### config.mk
export PLATFORM = sky130hd
export DESIGN_NAME = jtag_tdo_word_packer
export DESIGN_NICKNAME = d
export VERILOG_FILES = /design/src/rtl/jtag_tdo_word_packer.sv
export SDC_FILE = /design/constraint.sdc
export NUM_CORES = 2
export LEC_CHECK = 0
export CORE_MARGIN = 1
export CORE_UTILIZATION = 50
export CTS_BUF_LIST = sky130_fd_sc_hd__clkbuf_8
export DETAILED_ROUTE_END_ITERATION = 7
export PLACE_DENSITY_LB_ADDON = 0.3
export SLEW_MARGIN = 10
export SYNTH_ARGS = -nofsm -noshare
export SYNTH_HDL_FRONTEND = slang
export SYNTH_SLANG_ARGS = --single-unit
### constraint.sdc
create_clock -name clk -period 17.15 [get_ports clk]
set_clock_uncertainty 0.05 [all_clocks]
set_input_delay 4.2875 -clock clk [delete_from_list [all_inputs] [get_ports clk]]
set_output_delay 4.2875 -clock clk [all_outputs]
set_load 0.01 [all_outputs]
### src/rtl/jtag_tdo_word_packer.sv
// ---------------------------------------------------------------------------
// jtag_tdo_word_packer
//
// Collects serial JTAG TDO bits LSB-first into DATA_WIDTH-bit words. Each
// completed (or flushed, zero-padded) word goes into a 2**DEPTH_WIDTH-word
// FIFO that is drained through a registered read port.
//
// Ports
//   clk             rising-edge clock
//   tb_rst          asynchronous, active-high reset
//   bit_in          serial TDO bit
//   bit_valid       bit_in is sampled on this edge
//   flush           push the partial word, upper bits zero
//   rd_en           read request; ignored while the buffer is empty
//   rd_data         last word read (1-cycle latency, held between reads)
//   rd_empty        level == 0
//   wr_full         level == 2**DEPTH_WIDTH
//   almost_full     level >= ALMOST_FULL_NUM
//   almost_empty    level <= ALMOST_EMPTY_NUM
//   rd_water_level  words stored
//   bit_cnt         bits held in the partial word
//   overflow        sticky: a completed word was dropped because the buffer was full
// ---------------------------------------------------------------------------
module jtag_tdo_word_packer #(
    parameter int DATA_WIDTH       = 32,
    parameter int DEPTH_WIDTH      = 6,
    parameter int ALMOST_FULL_NUM  = 63,
    parameter int ALMOST_EMPTY_NUM = 4
) (
    input  logic                  clk,
    input  logic                  tb_rst,
    input  logic                  bit_in,
    input  logic                  bit_valid,
    input  logic                  flush,
    input  logic                  rd_en,
    output logic [DATA_WIDTH-1:0] rd_data,
    output logic                  rd_empty,
    output logic                  wr_full,
    output logic                  almost_full,
    output logic                  almost_empty,
    output logic [DEPTH_WIDTH:0]  rd_water_level,
    output logic [4:0]            bit_cnt,
    output logic                  overflow
);

    localparam int                 DEPTH    = 1 << DEPTH_WIDTH;
    localparam logic [DEPTH_WIDTH:0] FULL_LVL = (DEPTH_WIDTH+1)'(DEPTH);
    localparam logic [DEPTH_WIDTH:0] AF_LVL   = (DEPTH_WIDTH+1)'(ALMOST_FULL_NUM);
    localparam logic [DEPTH_WIDTH:0] AE_LVL   = (DEPTH_WIDTH+1)'(ALMOST_EMPTY_NUM);
    localparam logic [4:0]           LAST_BIT = 5'(DATA_WIDTH - 1);

    logic [DATA_WIDTH-1:0] mem [DEPTH];

    logic [DATA_WIDTH-1:0] partial_q, partial_d;
    logic [4:0]            bit_cnt_q, bit_cnt_d;
    logic [DEPTH_WIDTH:0]  wr_ptr_q, wr_ptr_d;
    logic [DEPTH_WIDTH:0]  rd_ptr_q, rd_ptr_d;
    logic [DATA_WIDTH-1:0] rd_data_q;
    logic                  overflow_q, overflow_d;

    logic [DATA_WIDTH-1:0] cur_word;
    logic [DEPTH_WIDTH:0]  level;
    logic                  word_done;
    logic                  has_bits;
    logic                  push;
    logic                  push_ok;
    logic                  rd_ok;

    // Pointers carry one extra bit so full (difference == DEPTH) and empty
    // (difference == 0) are distinguishable; the difference is the level.
    assign level = wr_ptr_q - rd_ptr_q;

    // Partial word with this edge's bit merged in; this is what gets pushed
    // both on completion and on flush.
    always_comb begin
        cur_word = partial_q;
        if (bit_valid) begin
            cur_word[bit_cnt_q] = bit_in;
        end
    end

    assign word_done = bit_valid && (bit_cnt_q == LAST_BIT);
    assign has_bits  = bit_valid || (bit_cnt_q != 5'd0);
    // A flush on a completing edge folds into the single completion push.
    assign push      = word_done || (flush && has_bits);
    assign rd_ok     = rd_en && (level != '0);
    // A same-edge read frees a slot, so a full buffer can still accept.
    assign push_ok   = push && ((level != FULL_LVL) || rd_ok);

    always_comb begin
        partial_d  = partial_q;
        bit_cnt_d  = bit_cnt_q;
        wr_ptr_d   = wr_ptr_q;
        rd_ptr_d   = rd_ptr_q;
        overflow_d = overflow_q;

        if (push) begin
            partial_d = '0;
            bit_cnt_d = 5'd0;
        end else if (bit_valid) begin
            partial_d = cur_word;
            bit_cnt_d = bit_cnt_q + 5'd1;
        end

        if (push_ok) begin
            wr_ptr_d = wr_ptr_q + 1'b1;
        end else if (push) begin
            overflow_d = 1'b1;
        end

        if (rd_ok) begin
            rd_ptr_d = rd_ptr_q + 1'b1;
        end
    end

    always_ff @(posedge clk or posedge tb_rst) begin
        if (tb_rst) begin
            partial_q  <= '0;
            bit_cnt_q  <= 5'd0;
            wr_ptr_q   <= '0;
            rd_ptr_q   <= '0;
            rd_data_q  <= '0;
            overflow_q <= 1'b0;
        end else begin
            partial_q  <= partial_d;
            bit_cnt_q  <= bit_cnt_d;
            wr_ptr_q   <= wr_ptr_d;
            rd_ptr_q   <= rd_ptr_d;
            overflow_q <= overflow_d;
            // When full with a simultaneous push, both pointers address the
            // same slot; the read sees the old (oldest) word before the write.
            if (rd_ok) begin
                rd_data_q <= mem[rd_ptr_q[DEPTH_WIDTH-1:0]];
            end
        end
    end

    // Storage is never reset; level == 0 after reset prevents stale reads.
    always_ff @(posedge clk) begin
        if (push_ok && !tb_rst) begin
            mem[wr_ptr_q[DEPTH_WIDTH-1:0]] <= cur_word;
        end
    end

    assign rd_data        = rd_data_q;
    assign rd_water_level = level;
    assign bit_cnt        = bit_cnt_q;
    assign overflow       = overflow_q;
    assign rd_empty       = (level == '0);
    assign wr_full        = (level == FULL_LVL);
    assign almost_full    = (level >= AF_LVL);
    assign almost_empty   = (level <= AE_LVL);

endmodule

Word level (Yosys, flattened, before mapping) --
Memory sizes are Yosys's and may differ from the RTL's. A register that Yosys moved wholly into a read port is not among the register bits. Index checks and enable logic that the tools add are counted.
Word-level totals: memory bits (writable) 2048, memory bits (read-only) 0, bits in latches 0, flip-flop bits (word level) 52, bits of input ports 6, logic and storage cells 43, memories 1, output and inout port bits 49
Cells by class: reductions and logical operators 15, shift operators 0, multiply operators 0, add/subtract/negate cells 4, muxes and demuxes 10, bitwise logic cells 1, eq/ne operators 3, divide/modulo/power cells 0, magnitude comparators 4
Memories:
- mem | words 64, width 32, rd ports 1, clocked after memory_dff 1, write ports 1, line 52 | logic [DATA_WIDTH-1:0] mem [DEPTH];
Operators with widths (number):
- two-way mux 32 bit | 3
- bitwise mux 32 bit | 1
- adder 7 x 1 -> 7 bit (second input constant) | 2
- two-way mux 5 bit | 2
- == test 7 bit (second input constant) | 1
- greater-or-equal comparator 7 x 6 -> 1 bit (second input constant) | 1
- less-or-equal comparator 7 x 3 -> 1 bit (second input constant) | 1
- zero test 7 bit | 1
- != test 7 bit (second input constant) | 1
- nonzero test 7 bit | 1
- subtractor 7 bit | 1
- logical AND 1 bit | 6
- less-than comparator 5 x 6 -> 1 bit (second input constant) | 1
- adder 5 x 1 -> 5 bit (second input constant) | 1
- demux 1 bit (select 5 bit) | 1
- == test 5 bit (second input constant) | 1
- greater-or-equal comparator 5 x 1 -> 1 bit (second input constant) | 1
- nonzero test 5 bit | 1
- logical OR 1 bit | 3
- two-way mux 1 bit | 3
- AND reduction 2 bit | 1
- nonzero test 2 bit | 1
- zero test 1 bit | 1
- inverter 1 bit | 1

Longest topological paths before layout --
depth after elaboration 8, depth in mapped cells 16, depth with buffers taken out 12

Least setup slack after synthesis --
OpenSTA, ideal clock, no wires.
kind in2reg, start point input tb_rst, end point memory mem[60][0], enable pin, buffers on the path 0, slack 6694 ps, setup time 502 ps, required time 16598 ps, stages on the path 3, arrival 9903 ps, cells stage by stage inv_1 > nand3b_1 > nor4_1
On the way: longest elaborated chain between the ends 4
RTL lines:
- from (decl) | line 31 | input logic tb_rst,
- zero test 1 bit | line 140 | if (push_ok && !tb_rst) begin
- logical AND 1 bit | line 140
- two-way mux 1 bit | line 140
- two-way mux 1 bit (not written as such) | line 141 | mem[wr_ptr_q[DEPTH_WIDTH-1:0]] <= cur_word;
- to (decl) | line 52
No other way between the ends.

Worst setup path after layout --
start point register rd_ptr_q[4], end point output wr_full
On the way: longest elaborated chain between the ends 2
RTL lines:
- from (decl) | line 57 | logic [DEPTH_WIDTH:0] rd_ptr_q, rd_ptr_d;
- from (signal assigned) | line 128 | rd_ptr_q <= rd_ptr_d;
- subtractor 7 bit | line 71 | assign level = wr_ptr_q - rd_ptr_q;
- == test 7 bit | line 150 | assign wr_full = (level == FULL_LVL);
- to (decl) | line 38 | output logic wr_full,
No other way between the ends.

==> results by group <==
Run status
  – Status: complete, no violations

Cells and area
  – Post-layout util: 56.6%
  – Filler instances: 12100
  – Register area: 0.0636 mm2
  – Area Growth Syn to Fin: 11.9%
  – Layout cells sized above 1: 25.5%
  – Final Cell Area: 0.0924 mm2
  – Area of the multi-input gates: 0.0183 mm2
  – Fin nets: 4285
  – Post-Layout Cell Count: 6678

CTS
  – CTS tree: yes
  – Inserted Clock Buffers: 345
  – Clock Sinks: 2132
  – Post-CTS setup buffer count: 0
  – Htree depth: 5
  – Clock transition at the registers of the reported paths: 0.06 ns
  – Clock root buffer: clkbuf_8
  – Skew-Pair Late Insertion Delay: 1.02 ns
  – Post-CTS Hold Buffers: 0
  – Post-CTS sizing: 0
  – Clock Path Buffers: 4

Pwr
  – Worst vdd ir: 0.199 mV
  – Final Power: 14.3 mW
  – Pwr dens: 154 mW/mm2
  – Leak: 30.0 nW

Setup path
  – Crit path DAT: 4.77 ns
  – Worst setup SP type: flop
  – Crit path launch: rd_ptr_q[4]
  – CP Class: reg -> out
  – Worst setup EP type: output port
  – Peak fanout along the critical path: 48
  – Critical Path RT: 12.81 ns
  – R2R Path Start: rd_ptr_q[2]

Timing
  – Rel. slew slack: 5.68%
  – Period utilization: 53.1%
  – Slew @ Worst Pin: 1.38 ns
  – Hold Fails Final Rpt: 0
  – Fin crit period: 9.11 ns
  – Max-slew violations: 0
  – Fmax: 110 MHz
  – Final Setup Violations: 0
  – Setup TNS: 0 ns
  – RSZ-0062 raised after global routing: no

Synth
  – Synthesized Nets: 3956
  – Yosys top cell by area: edfxtp_1
  – Synth warn: 0
  – Synth Flop Type: edfxtp_1
  – Synthesized area: 0.0826 mm2
  – Register area share after synthesis: 77.0%
  – #FFs+latches synth: 2132
  – Synth cell types: 57
  – Post-synth EDFFs: 2048
  – Post-Synthesis Cells: 3936
  – Synth Area per Inst: 21.0 um2
  – Post-synth top cells: edfxtp_1, mux4_2, mux2i_1, nand2_1, nor2_1
  – Top cells by area, synth: edfxtp_1, mux4_2, mux2i_1
  – Top cell type's share of synthesized area: 74.5%
  – Asr flop ratio synth: 3.94%
  – Most common cell in the synthesized netlist: edfxtp_1

Worst hold path
  – Hold Path Class: reg -> reg
  – Min-delay src: partial_q[26]

Global routing
  – GRT Resource Usage Total: 26.5%
  – Initial antenna violation count: 10
  – Gr ovfl total: 0
  – First-pass GRT wire length: 311000 um
  – Vias in the first global route: 42400
  – Largest net degree at the start of global routing: 106

Routing
  – First-pass detailed-route iteration total: 6
  – Vias: 42900
  – Final routed DRC violation total: 0
  – Final ANT Viol Nets: 0
  – Routed length per instance: 33.1 um
  – Via density: 6.43
  – Drt total wl: 221000 um
  – Detailed Route Iter0 Violations: 5927

Floorplanning
  – Row count: 148
  – Die Height: 408 um
  – Core area: 0.163 mm2
  – Initial cell density of the core: 50.6%
  – Chip Width: 408 um
  – I/O pin count: 55
  – DIE AREA: 0.167 mm2

Placement
  – Placed insts: 6093
  – Placer's final routability congestion estimate: 0.826
  – Port bufs: 54
  – Post-DP HPWL: 124000 um
  – DP Area: 0.0865 mm2

Job
  – Total of max-cap violations: 0
-- cell families (layout without fill, tap and decap cells) --
| logic type | after synthesis | count (layout) | synth area share [%] |
|---|---|---|---|
| other | 0 | 6 | 0 |
| multiplexers | 717 | 717 | 15.4 |
| AND/OR/NAND/NOR | 415 | 415 | 2.29 |
| flip-flops | 2132 | 2132 | 77.0 |
| XOR/XNOR | 21 | 21 | 0.223 |
| buffers and inverters | 249 | 810 | 1.45 |
| AO/OA/AOI/OAI | 388 | 388 | 3.38 |
| adder cells (fa/ha/maj) | 14 | 14 | 0.221 |
-- worst paths after layout --
path / endpoint / slack [ns] / cells after the start
worst min register to register: partial_q[26] / 0.43 / 1
min in group asynchronous: rd_ptr_q[4] / 3.92 / 2
worst min-delay path: partial_q[26] / 0.43 / 1
worst max-delay path: wr_full / 8.04 / 8
worst max register to register: rd_data[8] / 11.36 / 11
max in group asynchronous: rd_ptr_q[1] / 11.89 / 3
-- area by class of cell --
type | instances | area share (%)
Antenna cell | 6 | 0.0162
Clock inverter | 219 | 1.05
Sequential cell | 2132 | 68.8
Tap cell | 2175 | 2.94
Clock buffer | 360 | 5.36
Timing Repair Buffer | 217 | 1.94
Inverter | 14 | 0.0596
Multi-Input combinational cell | 1555 | 19.8
-- where the power goes --
part / switching, mW / internal (mW)
sequential: 0.166 / 5.78
combinational: 2.73 / 1.70
clock: 1.92 / 1.97
-- cell usage in the layout, fill, tap and decap left out, types with 12 or more instances in the layout --
cell and count:
nor4_2 37, buf_4 161, xor2_1 12, o21ai_0 26, mux4_2 441, o22ai_1 36, a221oi_1 27, ha_1 13
o221ai_1 27, mux2i_1 234, nand2_1 156, clkdlybuf4s50_1 54, a21oi_1 77, nand3_1 18, a2111oi_0 12, a32o_1 34
nor2_4 21, edfxtp_1 2048, inv_1 112, clkinv_2 37, a211oi_1 17, a31oi_1 28, nor2_1 102, mux2_2 37
a22oi_1 55, clkbuf_8 360, dfrtp_1 78, clkinv_1 70
-- sequential cells by signal, indices dropped and copies added, names as in the netlist --
name / cells
rd_ptr_q: 7
partial_q: 32
bit_cnt: 5
wr_ptr_q: 7
mem: 2048
rd_data: 32
overflow: 1
-- worst max-delay path, cell delays in order, from the launching register on --
cell             delay (ns)
dfrtp_4                1.00
clkinv_1               0.39
ha_1                   0.45
or3_1                  0.38
a22oi_1                0.16
a2bb2oi_1              0.12
nor4_2                 0.47
and2_1                 0.23
clkdlybuf4s50_1        0.55
-- stage by stage --
stage | hold slack (ns) | setup WS [ns]
detailed placement | 0.426 | 8.76
global route | 0.448 | 7.94
CTS | 0.439 | 8.03
floorplan | 0.409 | 6.69
global placement | 0.418 | 8.80
finish | 0.434 | 8.04
-- per-layer routing --
metal  track usage, %  up-vias  share of wire [%]
met1             37.8    22700                 39
met2             40.2     2717                 46
met5                0        -              0.016
li1                 -    17200                  -
met3             7.13      328                 12
met4             7.80        6                2.7
Note: power is estimated with default switching activity, not from simulation.
